===== src/rtl/line_mem_arb_pkg.sv =====
// Shared types and constants for the two-client line memory arbiter.
// States, port ids and the line-width helper live here so the arbiter core and top agree.
package line_mem_arb_pkg;

  typedef enum logic [1:0] {
    IDLE    = 2'd0,
    ISSUE   = 2'd1,
    WAIT_RD = 2'd2
  } state_e;

  localparam int PORT_I    = 0;
  localparam int PORT_D    = 1;
  localparam int NUM_PORTS = 2;

  function automatic int line_bits(input int line_size);
    return line_size * 8;
  endfunction

endpackage


===== src/rtl/line_mem_arbiter_rr_arb2.sv =====
// Two-input grant logic with a pointer that advances on each accepted grant.
// Latency: combinational grant, pointer updates on the cycle after adv.
// Backpressure: none; the caller only strobes adv when the grant is taken. LINE_ARB_DPRIO_EN selects fixed port-1 priority.
module rr_arb2 import line_mem_arb_pkg::*; (
  input  logic       clk,
  input  logic       reset,
  input  logic [1:0] req,
  input  logic       adv,
  output logic       gnt_vld,
  output logic       gnt_id
);

  logic rr_ptr_q, rr_ptr_d;

  always_comb begin
    gnt_vld = |req;
`ifdef LINE_ARB_DPRIO_EN
    // D-cache wins every tie; the pointer is frozen at its reset value.
    gnt_id   = req[PORT_D];
    rr_ptr_d = adv ? 1'b0 : rr_ptr_q;
`else
    if (req == 2'b11) begin
      gnt_id = rr_ptr_q;
    end else begin
      gnt_id = req[PORT_D];
    end
    rr_ptr_d = adv ? ~gnt_id : rr_ptr_q;
`endif
  end

  always_ff @(posedge clk) begin
    if (reset) begin
      rr_ptr_q <= 1'b0;
    end else begin
      rr_ptr_q <= rr_ptr_d;
    end
  end

endmodule


===== src/rtl/line_mem_arbiter.sv =====
// Shares one line-granularity DataMemory between I-cache (port 0) and D-cache (port 1), one transaction at a time.
// Latency: grant to mem request 1 cycle; fill data and write-done pass through combinationally.
// Backpressure: c_req_ready pulses only in IDLE; ISSUE holds the request until mem_ready. LINE_ARB_DPRIO_EN = fixed priority.
module line_mem_arbiter import line_mem_arb_pkg::*; #(
  parameter int LINE_SIZE  = 16,
  parameter int ADDR_WIDTH = 32
) (
  input  logic                      clk,
  input  logic                      reset,
  input  logic [1:0]                c_req_valid,
  input  logic [1:0]                c_req_write,
  input  logic [2*ADDR_WIDTH-1:0]   c_req_addr,
  input  logic [2*LINE_SIZE*8-1:0]  c_req_din,
  output logic [1:0]                c_req_ready,
  output logic [1:0]                c_resp_valid,
  output logic [LINE_SIZE*8-1:0]    c_resp_dout,
  output logic                      mem_is_input_valid,
  output logic                      mem_read,
  output logic                      mem_write,
  output logic [ADDR_WIDTH-1:0]     mem_addr,
  output logic [LINE_SIZE*8-1:0]    mem_din,
  input  logic                      mem_ready,
  input  logic                      mem_is_output_valid,
  input  logic [LINE_SIZE*8-1:0]    mem_dout
);

  localparam int LB = line_bits(LINE_SIZE);
  localparam logic [ADDR_WIDTH-1:0] ADDR_MASK = ~(ADDR_WIDTH'(LINE_SIZE - 1));

  state_e                state_q, state_d;
  logic                  wr_q, wr_d;
  logic                  gnt_q, gnt_d;
  logic [ADDR_WIDTH-1:0] addr_q, addr_d;
  logic [LB-1:0]         din_q, din_d;

  logic arb_vld, arb_gnt, arb_adv;

  rr_arb2 u_arb (
    .clk     (clk),
    .reset   (reset),
    .req     (c_req_valid),
    .adv     (arb_adv),
    .gnt_vld (arb_vld),
    .gnt_id  (arb_gnt)
  );

  assign mem_addr = addr_q;
  assign mem_din  = din_q;

  always_comb begin
    state_d            = state_q;
    wr_d               = wr_q;
    gnt_d              = gnt_q;
    addr_d             = addr_q;
    din_d              = din_q;
    arb_adv            = 1'b0;
    c_req_ready        = 2'b00;
    c_resp_valid       = 2'b00;
    c_resp_dout        = '0;
    mem_is_input_valid = 1'b0;
    mem_read           = 1'b0;
    mem_write          = 1'b0;
    // Everything stays quiet while reset is high, so an in-flight job dies silently.
    if (!reset) begin
      case (state_q)
        IDLE: begin
          if (arb_vld) begin
            c_req_ready[arb_gnt] = 1'b1;
            arb_adv              = 1'b1;
            wr_d                 = c_req_write[arb_gnt];
            addr_d               = c_req_addr[arb_gnt*ADDR_WIDTH +: ADDR_WIDTH] & ADDR_MASK;
            din_d                = c_req_din[arb_gnt*LB +: LB];
            gnt_d                = arb_gnt;
            state_d              = ISSUE;
          end
        end
        ISSUE: begin
          mem_is_input_valid = 1'b1;
          mem_read           = ~wr_q;
          mem_write          = wr_q;
          if (mem_ready) begin
            if (wr_q) begin
              c_resp_valid[gnt_q] = 1'b1;
              state_d             = IDLE;
            end else begin
              state_d = WAIT_RD;
            end
          end
        end
        WAIT_RD: begin
          if (mem_is_output_valid) begin
            c_resp_valid[gnt_q] = 1'b1;
            c_resp_dout         = mem_dout;
            state_d             = IDLE;
          end
        end
        default: state_d = IDLE;
      endcase
    end
  end

  always_ff @(posedge clk) begin
    if (reset) begin
      state_q <= IDLE;
      wr_q    <= 1'b0;
      gnt_q   <= 1'b0;
      addr_q  <= '0;
      din_q   <= '0;
    end else begin
      state_q <= state_d;
      wr_q    <= wr_d;
      gnt_q   <= gnt_d;
      addr_q  <= addr_d;
      din_q   <= din_d;
    end
  end

endmodule


===== config.mk =====
export PLATFORM = sky130hd
export DESIGN_NAME = line_mem_arbiter
export DESIGN_NICKNAME = d
export VERILOG_FILES = /design/src/rtl/line_mem_arb_pkg.sv /design/src/rtl/line_mem_arbiter_rr_arb2.sv /design/src/rtl/line_mem_arbiter.sv
export SDC_FILE = /design/constraint.sdc
export NUM_CORES = 1
export LEC_CHECK = 0
export CORE_AREA = 2 2 296 298
export CTS_BUF_LIST = sky130_fd_sc_hd__clkbuf_2 sky130_fd_sc_hd__clkbuf_4 sky130_fd_sc_hd__clkbuf_8
export DETAILED_ROUTE_END_ITERATION = 16
export DIE_AREA = 0 0 298 300
export HOLD_SLACK_MARGIN = 0.03
export PLACE_DENSITY = 0.37
export SETUP_SLACK_MARGIN = 0.1
export SYNTH_ARGS = -nofsm -noshare
export SYNTH_HDL_FRONTEND = slang
export SYNTH_SLANG_ARGS = --single-unit
export TNS_END_PERCENT = 30

===== constraint.sdc =====
create_clock -name clk -period 3.03 [get_ports clk]
set_clock_uncertainty 0.2 [all_clocks]
set_input_delay 0.606 -clock clk [delete_from_list [all_inputs] [get_ports clk]]
set_output_delay 0.606 -clock clk [all_outputs]
set_load 0.03 [all_outputs]

==> key figures <==
Power and ir drop
  • P_leak: between 0.006 and 0.007 uW
  • Net switching power: 5140 uW
  • Overall Power: between 10000 and 15000 uW
  • Internal power: 6660 uW
  • Power share of the combinational group: roughly 56%
  • Sequential Power Share: a little over a quarter
  • Pwr/cell area: around 630 nW/um^2
  • Peak VDD IR: 0.463 mV
  • Sw Share: a little over two fifths
  • Clock share of power: between 15 and 20%

Die
  • I/O Pins: approximately 750
  • Die ar.: approximately 90000 sq um
  • Row count: about 110
  • Die Width: ~300 um
  • Initial Utilization: 8.94%
  • Die H: 300 um
  • Core ar.: 86200 sq um

Worst setup path
  • Data arrival, critical path: about 2.2 ns
  • Critical path class: input port to output pin
  • Worst r2r src: state_q[0]
  • Reg2Reg Depth: 9
  • Reg-to-reg endpoint: mem_din[39]
  • Max FO, Critical Path: 8
  • Critical path endpoint category: output pin
  • R2R Setup Slk: around 0.74 ns
  • Crit start category: input port
  • Worst endpoint required time: between 2 and 2.5 ns

Timing
  • Slew headroom: a little over half
  • Tcrit/Tclk final: between 90 and 100%
  • Slew Limit Fails: 0
  • Slew at the pin closest to its max-slew limit: about 0.71 ns
  • Final min period: between 2 and 3 ns
  • Fin worst setup slack: ~0.036 ns
  • Fmax: 334 MHz
  • Final setup viols: 0
  • RSZ-0062 raised after global routing: true
  • Fin. Hold Viols: 0

Clocking
  • TritonCTS Sinks: ~160
  • CTS HTree Levels: 4
  • Worst skew pair latency: a little under 0.6 ns
  • Clock transition at path regs: 0.09 ns
  • Hold buffer count at cts: 0
  • TritonCTS clock tree: done
  • Max Root-Sink Buffers: 2
  • Root Buffer: clkbuf_8
  • CTS Buf Count: 17

Logic synthesis
  • Synth warn: 0
  • Syn avg cell area: about 8.6 sq um
  • Synth top area share: 41.8%
  • Post-synth design cell area: 7700 sq um
  • Asr flop ratio synth: 0%
  • Post-synth EDFFs: 0
  • Synth Instances: about 900
  • #FFs+latches synth: between 150 and 200
  • Top cell type by total area after synthesis: dfxtp_1
  • Share of the yosys chip area belonging to registers: between 40% and 50%
  • Top post-synthesis cells by area: dfxtp_1 (42%), a221o_1 (20%), and2_1 (11%)
  • Prevailing post-synth register cell: dfxtp_1
  • Unique masters post-synth: 28

GRT
  • Largest net degree at the start of global routing: between 100 and 150
  • Initial antenna violation count: between 40 and 50
  • Total gr overflow: 0
  • First-pass GRT wire length: around 92000 um
  • Total track usage: approximately 15%
  • Vias in the first global route: roughly 11000

Placement
  • Pre-CTS WS: 0.0350 ns
  • IO buf count: around 740
  • Placer Congestion: about 0.9
  • DP HPWL: ~54000 um
  • Cells after DPL: roughly 2700

Run status
  • Status: finished, final reports clean

Routing
  • Routed wire length per instance: between 20 and 25 um
  • Post-Route WL: slightly below 70000 um
  • Drt pass-1 iters: 5
  • Violation count after the first detailed-route iteration: 522
  • Total number of vias: around 10000
  • Antenna Nets Post-Route: 0
  • Detail-routed via count per cell: around 3.7
  • # DRC: 0

Finish
  • Share of cells above drive strength 1: approximately 22%
  • Layout Cells excl Fill: 2784
  • Area growth, synth to finish: 141%
  • Nets@finish: slightly above 2000
  • Layout Utilization: a little over a fifth

Hold path
  • Worst Hold Class: flip-flop to flip-flop
  • Hold endpoint: gnt_q
  • Min-Delay Path Depth: 1
  • Hold_sp: gnt_q

Run
  • Max_cap viols: 0
## registers in the layout (all words and copies together) (netlist names)
signal,count
state_q,2
u_arb.rr_ptr_q,1
wr_q,1
mem_din,128
gnt_q,1
mem_addr,28
## metal layers
layer	wire [um]	track usage (%)	part of all wire, %
met1	23400	14.3	34
met2	36400	26.9	52
met3	7360	7.30	11
met4	2100	6.32	3.0
met5	37	0	0.053
## worst max path at each step
stage,end,start,cells after the start
2_1_floorplan,c_req_ready[0],reset,5
3_3_place_gp,c_resp_dout[61],reset,5
3_5_place_dp,c_resp_dout[61],reset,5
4_1_cts,c_resp_dout[96],state_q[0],10
5_1_grt,c_resp_dout[27],state_q[0],10
6_report,c_resp_dout[40],mem_is_output_valid,9
## cells in the mapped netlist (2+ instances only)
cell type  number
a221o_1       157
buf_4          18
nor2b_1         3
buf_2          21
clkbuf_1       61
nor2_1          2
dfxtp_1       161
inv_1           3
nor3_1        157
and2_1        130
ha_1            3
a21o_1          2
buf_1           7
nand2_1       158
nand2b_1        3
## area by class of cell
| cell class | instances | area (sq um) |
|---|---|---|
| Antenna cell | 11 | 27.5 |
| Clock buffer | 21 | 283 |
| Clock inverter | 11 | 150 |
| Fill cell | 9547 | 67600 |
| Inverter | 3 | 11.3 |
| Multi-Input combinational cell | 631 | 4330 |
| Sequential cell | 161 | 3230 |
| Tap cell | 1155 | 1450 |
| Timing Repair Buffer | 791 | 9110 |
## critical path, cell delays in order
cell	delay, ns
clkdlybuf4s50_1	0.57
nand2_4	0.08
nor2_4	0.10
buf_12	0.12
buf_12	0.11
buf_12	0.15
clkbuf_16	0.17
and2_1	0.15
buf_6	0.13
## logic make-up (layout without fill, tap and decap cells)
group | after synthesis | count (layout) | synth area share [%]
adders and majority gates | 3 | 3 | 0.487
DFF | 161 | 161 | 41.8
buffers and inverters | 110 | 826 | 6.58
and+or+nand+nor | 458 | 458 | 29.7
other | 1 | 15 | 0.0487
AOI/OAI and AO/OA | 166 | 166 | 21.3
## through the flow
step / instance area [sq um] / hold WS, ns / TNS, ns
2_1_floorplan: 7710 / 0.241 / 0
3_3_place_gp: 17100 / 0.255 / 0
3_5_place_dp: 17100 / 0.260 / 0
4_1_cts: 18200 / 0.208 / 0
5_1_grt: 18600 / 0.242 / -0.100
6_report: 18600 / 0.283 / 0
## placed cells by master (no fill, tap or decap), types with 2 or more instances in the layout
cell type | netlist | layout
dfxtp_1 | 161 | 159
and2_1 | 130 | 10
nand2_1 | 158 | 157
buf_16 | 0 | 10
buf_8 | 0 | 5
clkbuf_8 | 0 | 20
clkdlybuf4s50_1 | 0 | 598
clkinvlp_4 | 0 | 2
and2_4 | 0 | 120
buf_12 | 0 | 97
diode_2 | 0 | 11
inv_1 | 3 | 2
a21o_1 | 2 | 2
nand2b_1 | 3 | 2
nor3_1 | 157 | 157
buf_6 | 0 | 46
nor2b_1 | 3 | 3
dfxtp_2 | 0 | 2
clkinv_2 | 0 | 2
clkbuf_16 | 0 | 3
buf_4 | 18 | 31
conb_1 | 1 | 4
inv_6 | 0 | 3
a221o_1 | 157 | 157
bufinv_16 | 0 | 3
## what timing repair did
item | CTS | global route
endpoints found under the hold margin | 0 | 0
pin swaps | 20 | 46
gates resized for setup | 98 | 98
gates cloned | 8 | 3
setup buffers | 11 | 1
setup endpoints to repair | 130 | 131
## power groups by stage
stage | logic, uW | clock network (uW) | registers [uW]
2_1_floorplan | 1870 | 0 | 4350
3_3_place_gp | 6330 | 0 | 3210
3_5_place_dp | 6320 | 0 | 3230
4_1_cts | 6610 | 2080 | 3190
5_1_grt | 6980 | 2120 | 3270
6_report | 6650 | 1950 | 3190
Note: power is estimated with default switching activity, not from simulation.
